`config.mk`:
```
export PLATFORM = sky130hd
export DESIGN_NAME = dm_bus_arbiter
export DESIGN_NICKNAME = d
export VERILOG_FILES = /design/src/rtl/dm_bus_arbiter.sv
export SDC_FILE = /design/constraint.sdc
export NUM_CORES = 1
export LEC_CHECK = 0
export ABC_AREA = 1
export CORE_AREA = 5 5 137 139
export DETAILED_ROUTE_END_ITERATION = 6
export DIE_AREA = 0 0 142 144
export DONT_BUFFER_PORTS = 1
export GPL_TIMING_DRIVEN = 0
export SLEW_MARGIN = 10
export SYNTH_ARGS = -nofsm -noshare
export SYNTH_HDL_FRONTEND = slang
export SYNTH_SLANG_ARGS = --single-unit
```
`constraint.sdc`:
```
create_clock -name clk -period 1.5 [get_ports clk]
set_clock_uncertainty 0.2 [all_clocks]
set_input_delay 0.3 -clock clk [delete_from_list [all_inputs] [get_ports clk]]
set_output_delay 0.3 -clock clk [all_outputs]
set_load 0.05 [all_outputs]
```
`src/rtl/dm_bus_arbiter.sv`:
```
// ---------------------------------------------------------------------------
// dm_bus_arbiter
//
// Shares the single data-memory / peripheral port between two masters:
//   m0 - CPU load/store path (stalled through cpu_stall while it loses)
//   m1 - secondary master (DMA, boot loader) with an optional bounded lock
//
// One access is selected per cycle and forwarded combinationally to the
// slave port; the winner is acknowledged in the same cycle (zero latency,
// writes commit at the clock edge that ends the ack cycle).
//
// Handshake: a master holds req and payload stable until it sees ack in the
// same cycle; ack means "performed this cycle". Dropping req before ack
// cancels the access, nothing is latched inside the arbiter.
//
// Arbitration:
//   IDLE - a single requester wins; with both requesting the master that
//          did not own the bus last wins (strict alternation).
//   LOCK - entered when m1 is granted with m1_lock set. m1 keeps the bus
//          while it requests, unless m0 is waiting and m1 has already had
//          MAX_BURST beats since the lock started counting.
//
// Optional feature (macro DM_ARB_STATS_EN): grant and stall statistics
// counters. With the macro undefined the stat_* outputs are tied to zero
// and no counter flops exist.
// ---------------------------------------------------------------------------
module dm_bus_arbiter #(
    parameter int AW        = 32,
    parameter int DW        = 32,
    parameter int MAX_BURST = 4,
    parameter int CNT_W     = 16
) (
    input  logic             clk,
    input  logic             rst,

    // master 0: CPU load/store path
    input  logic             m0_req,
    input  logic             m0_we,
    input  logic [2:0]       m0_op,
    input  logic [AW-1:0]    m0_addr,
    input  logic [DW-1:0]    m0_wdata,
    output logic             m0_ack,
    output logic [DW-1:0]    m0_rdata,
    output logic             cpu_stall,

    // master 1: secondary master with lock
    input  logic             m1_req,
    input  logic             m1_we,
    input  logic [2:0]       m1_op,
    input  logic [AW-1:0]    m1_addr,
    input  logic [DW-1:0]    m1_wdata,
    input  logic             m1_lock,
    output logic             m1_ack,
    output logic [DW-1:0]    m1_rdata,

    // slave port
    output logic             s_wr,
    output logic             s_rd,
    output logic [2:0]       s_op,
    output logic [AW-1:0]    s_addr,
    output logic [DW-1:0]    s_wdata,
    input  logic [DW-1:0]    s_rdata,

    // statistics
    output logic [CNT_W-1:0] stat_m0_grants,
    output logic [CNT_W-1:0] stat_m1_grants,
    output logic [CNT_W-1:0] stat_stall_cycles
);

    // Burst counter must be able to hold MAX_BURST itself.
    localparam int              BW        = $clog2(MAX_BURST + 1);
    localparam logic [BW-1:0]   BURST_MAX = BW'(MAX_BURST);
    localparam logic [BW-1:0]   BURST_ONE = BW'(1);

    typedef enum logic {
        IDLE = 1'b0,
        LOCK = 1'b1
    } state_t;

    state_t        state;
    state_t        state_nxt;
    logic [BW-1:0] burst_cnt;
    logic [BW-1:0] burst_cnt_nxt;
    logic          last_owner;      // 0 = m0 owned the last grant, 1 = m1
    logic          last_owner_nxt;

    logic          grant0;
    logic          grant1;
    logic          burst_room;

    // m1 may still take a beat while m0 waits only below the burst limit.
    assign burst_room = (burst_cnt < BURST_MAX);

    // -----------------------------------------------------------------------
    // State register: FSM state, burst counter and last owner.
    // Reset puts the last owner on m1 so m0 wins the first tie.
    // -----------------------------------------------------------------------
    always_ff @(posedge clk) begin
        if (rst) begin
            state      <= IDLE;
            burst_cnt  <= '0;
            last_owner <= 1'b1;
        end else begin
            state      <= state_nxt;
            burst_cnt  <= burst_cnt_nxt;
            last_owner <= last_owner_nxt;
        end
    end

    // -----------------------------------------------------------------------
    // Winner selection. Nothing is granted while reset is asserted so no
    // access reaches the slave in a reset cycle.
    // -----------------------------------------------------------------------
    always_comb begin
        grant0 = 1'b0;
        grant1 = 1'b0;
        if (!rst) begin
            if (state == LOCK) begin
                if (m1_req && (burst_room || !m0_req)) begin
                    grant1 = 1'b1;
                end else if (m0_req) begin
                    grant0 = 1'b1;
                end
            end else if (m0_req && m1_req) begin
                // tie in IDLE: the master that did not own the bus last wins
                if (last_owner) begin
                    grant0 = 1'b1;
                end else begin
                    grant1 = 1'b1;
                end
            end else begin
                grant0 = m0_req;
                grant1 = m1_req;
            end
        end
    end

    // -----------------------------------------------------------------------
    // Next-state logic: owner tracking, lock entry/exit and burst counting.
    // The burst counter only advances while m0 is actually waiting, so an
    // uncontended lock never uses up m1's burst allowance.
    // -----------------------------------------------------------------------
    always_comb begin
        state_nxt      = state;
        burst_cnt_nxt  = burst_cnt;
        last_owner_nxt = last_owner;

        if (grant0) begin
            last_owner_nxt = 1'b0;
        end else if (grant1) begin
            last_owner_nxt = 1'b1;
        end

        if (state == IDLE) begin
            if (grant1 && m1_lock) begin
                state_nxt     = LOCK;
                burst_cnt_nxt = BURST_ONE;
            end
        end else begin
            if (grant1 && m1_lock) begin
                if (m0_req && burst_room) begin
                    burst_cnt_nxt = burst_cnt + BURST_ONE;
                end
            end else begin
                // m1 released the lock, stopped requesting, or m0 took the
                // beat after the burst limit: back to fair alternation
                state_nxt     = IDLE;
                burst_cnt_nxt = '0;
            end
        end
    end

    // -----------------------------------------------------------------------
    // Output logic: forward the winner to the slave and route the slave
    // read data back to the winner only. Idle bus drives zeros.
    // -----------------------------------------------------------------------
    always_comb begin
        m0_ack   = grant0;
        m1_ack   = grant1;
        m0_rdata = '0;
        m1_rdata = '0;
        s_wr     = 1'b0;
        s_rd     = 1'b0;
        s_op     = 3'b000;
        s_addr   = '0;
        s_wdata  = '0;
        if (grant0) begin
            s_wr     = m0_we;
            s_rd     = ~m0_we;
            s_op     = m0_op;
            s_addr   = m0_addr;
            s_wdata  = m0_wdata;
            m0_rdata = s_rdata;
        end else if (grant1) begin
            s_wr     = m1_we;
            s_rd     = ~m1_we;
            s_op     = m1_op;
            s_addr   = m1_addr;
            s_wdata  = m1_wdata;
            m1_rdata = s_rdata;
        end
    end

    // CPU stalls whenever it asks and is not served this cycle.
    assign cpu_stall = m0_req & ~m0_ack;

`ifdef DM_ARB_STATS_EN
    logic [CNT_W-1:0] m0_grants;
    logic [CNT_W-1:0] m1_grants;
    logic [CNT_W-1:0] stall_cycles;

    // Free-running statistics, wrapping modulo 2^CNT_W.
    always_ff @(posedge clk) begin
        if (rst) begin
            m0_grants    <= '0;
            m1_grants    <= '0;
            stall_cycles <= '0;
        end else begin
            if (m0_ack) begin
                m0_grants <= m0_grants + CNT_W'(1);
            end
            if (m1_ack) begin
                m1_grants <= m1_grants + CNT_W'(1);
            end
            if (cpu_stall) begin
                stall_cycles <= stall_cycles + CNT_W'(1);
            end
        end
    end

    assign stat_m0_grants    = m0_grants;
    assign stat_m1_grants    = m1_grants;
    assign stat_stall_cycles = stall_cycles;
`else
    assign stat_m0_grants    = '0;
    assign stat_m1_grants    = '0;
    assign stat_stall_cycles = '0;
`endif

endmodule

```
==> metrics.md <==
| Metric | Value |
|---|---|
| Status | finished, violations left |
| Violated checks | setup timing |
| Critical Path End Type | output port |
| CP Data Required Time | 1.00 ns |
| Met1 Use GR | 0.0979 |
| Synth area leaders | a22o_1 (32%), buf_4 (20%), nor2_1 (13%) |
| Drt pass-1 iters | 4 |
| Prevailing post-synth register cell | dfxtp_1 |
| Die W | 142 um |
| Fin crit period | 2.06 ns |
| CTS tree | done |
| Clock Path Buffers | 2 |
| # DRC | 0 |
| Core Area | 0.0175 mm^2 |
| TritonCTS buffer count | 3 |
| Netlist cell types | 19 |
| RSZ-0062 raised after global routing | true |
| Synthesized flop and latch total | 5 |
| Avg WL per Cell | 19.1 um |
| DP HPWL | 9.07 mm |
| Post-synthesis simple-gate area fraction | 0.203 |
| Total track usage | 0.0895 |
| Final Power | 2.74 mW |
| Crit Path Category | reg -> out |
| First-pass GRT wire length | 13.9 mm |
| PnR worst setup slack | -0.564 ns |
| Nets | 524 |
| Vias | 2132 |
| Final Hold Viols | 0 |
| Number of enable flip-flop cells after synthesis | 0 |
| Register area share after synthesis | 0.0543 |
| Max Slew Vio Count | 0 |
| Area grow syn2layout | 109% |
| FFs w/ async S/R, synth | 0 |
| Clock Pin Slew Worst Setup and Hold Paths | 0.03 ns |
| Most common cell in the synthesized netlist | a22o_1 |
| Fmax | 485 MHz |
| Worst Hold Class | in -> reg |
| Vias in the first global route | 2059 |
| Post-Synthesis Cells | 283 |
| CP Launch Type | register |
| Layout cell share with drive strength beyond 1 | 0.676 |
| Detail Route Antenna Nets | 0 |
| Placer Congestion | 0.802 |
| # port buffers | 0 |
| Mux contribution to synthesized area | 0 |
| Main combinational cell family by area after synthesis | buffers and inverters |
| Detailed router's first-iteration violation count | 50 |
| Post-synth top cells | a22o_1 (67), nor2_1 (66), buf_4 (48) |
| M3 GR Usage | 0.0188 |
| Period utilisation layout | 1.38 |
| Power Dens Cells | 712 mW/mm^2 |
| Hold Slack | 0.0471 ns |
| Rows | 49 |
| Congestion Overflow GR | 0 |
| # diodes | 0 |
| Synth Area in Adders | 0.00678 |
| CP arrival | 1.56 ns |
| Synth warn | 0 |
| Initial Util | 0.105 |
| Max cap viols | 0 |
| Cell taking the most area after synthesis | a22o_1 |
| Layer with the highest usage | met2 |
| Avg Vias per Cell | 3.69 |
| Peak VDD IR | 0.000595 V |
| Largest net degree at the start of global routing | 11 |
| Chip Height | 144 um |
| Critical path peak fanout | 10 |
| Initial antenna violation count | 0 |
| Root Buffer | clkbuf_16 |
| Post-Synth XOR/XNOR Area | 0 |
| Final Routed Wirelength | 11.0 mm |
| Mapped Area | 0.00184 mm^2 |
| Compound-Gate Fraction of Synth Area | 0.347 |
| Worst skew pair latency | 0.23 ns |
| DIE AREA | 0.0204 mm^2 |
| H-tree depth | 1 |
| M2 GR Usage | 0.182 |
| Final Core Density | 0.219 |
| Area share of the largest cell type after synthesis | 0.318 |
| Leak Pwr | 1.83 nW |
| I/O pin cnt | 357 |
| Final setup fails | 136 |
| Avg Cell Area, Syn | 6.52 um^2 |
| Clk sinks | 5 |
==> cell families after synthesis <==
group,count (synthesis)
buffers and inverters,111
adders and majority gates,1
other,1
and+or+nand+nor,89
AOI/OAI and AO/OA,76
DFF,5
==> worst max-delay path, stage by stage (launching register included) <==
cell and delay, ns:
dfxtp_4 0.36, inv_4 0.06, o21ai_1 0.05, nand2_1 0.10, nand3_4 0.16, inv_8 0.16
buf_6 0.19, a22o_4 0.23
==> state kept, by name, summed over array words and instances (netlist names) <==
name / cells
state: 1
burst_cnt: 3
last_owner: 1
==> stage by stage <==
step	cell area, um^2	TNS [ns]	setup slack [ns]	cells
after floorplan	2600	-30.90	-0.346	330
after global placement	2890	-55.99	-0.556	559
after detailed placement	2890	-57.26	-0.561	559
after CTS	3830	-73.59	-0.611	577
after global routing	3850	-79.27	-0.646	578
final	3850	-69.80	-0.564	578
==> worst paths after layout <==
| kind | slack [ns] | to | startpoint | cells past startpoint |
|---|---|---|---|---|
| hold reg to reg | 0.26 | burst_cnt[1]$_SDFFE_PP0P_ | burst_cnt[1]$_SDFFE_PP0P_ | 2 |
| hold / removal | 0.05 | state$_SDFF_PP0_ | m1_lock | 2 |
| setup reg to reg | 0.02 | last_owner$_SDFFE_PP1P_ | state$_SDFF_PP0_ | 7 |
| setup / recovery | -0.56 | s_wdata[18] | state$_SDFF_PP0_ | 7 |
==> layer usage <==
metal / share of wire / vias up / routed length, um
li1: - / 981 / -
met1: 0.33 / 989 / 3630
met2: 0.59 / 157 / 6490
met3: 0.080 / 5 / 884
met4: 0.0033 / 0 / 36
met5: 0 / - / 0
==> report_power, final <==
| part | switching, mW | internal [mW] | leakage, nW |
|---|---|---|---|
| sequential | 0.00506 | 0.138 | 0.0415 |
| combinational | 1.56 | 0.594 | 1.75 |
| clock | 0.0877 | 0.352 | 0.0382 |
| total | 1.65 | 1.08 | 1.83 |
==> area by class of cell <==
type	count	area (um^2)
repair buffers	15	220
well taps	229	287
multi-input cells	214	2320
plain buffers	68	646
clock buffers	4	78.8
flip-flops and latches	5	106
inverters	43	188
fillers	1920	13700
==> placed cells by master (no fill, tap or decap), types with 2 or more instances in the layout <==
| master | n |
|---|---|
| buf_6 | 14 |
| buf_16 | 3 |
| dfxtp_1 | 2 |
| a21oi_1 | 3 |
| nor2_4 | 65 |
| nand2_2 | 5 |
| nand2_1 | 12 |
| conb_1 | 48 |
| buf_8 | 2 |
| a22o_4 | 67 |
| nand4_1 | 2 |
| nand3_4 | 2 |
| buf_4 | 54 |
| dfxtp_2 | 2 |
| clkbuf_16 | 3 |
| inv_1 | 40 |
| o21ai_4 | 2 |
| buf_12 | 9 |
==> what timing repair did <==
action	CTS	global route
setup buffers	10	3
pin swaps	14	10
resized for setup	115	7
hold endpoints to repair	4	0
gates cloned	3	0
hold buffers	1	0
endpoints found under the setup margin	137	138
Note: power is estimated with default switching activity, not from simulation.
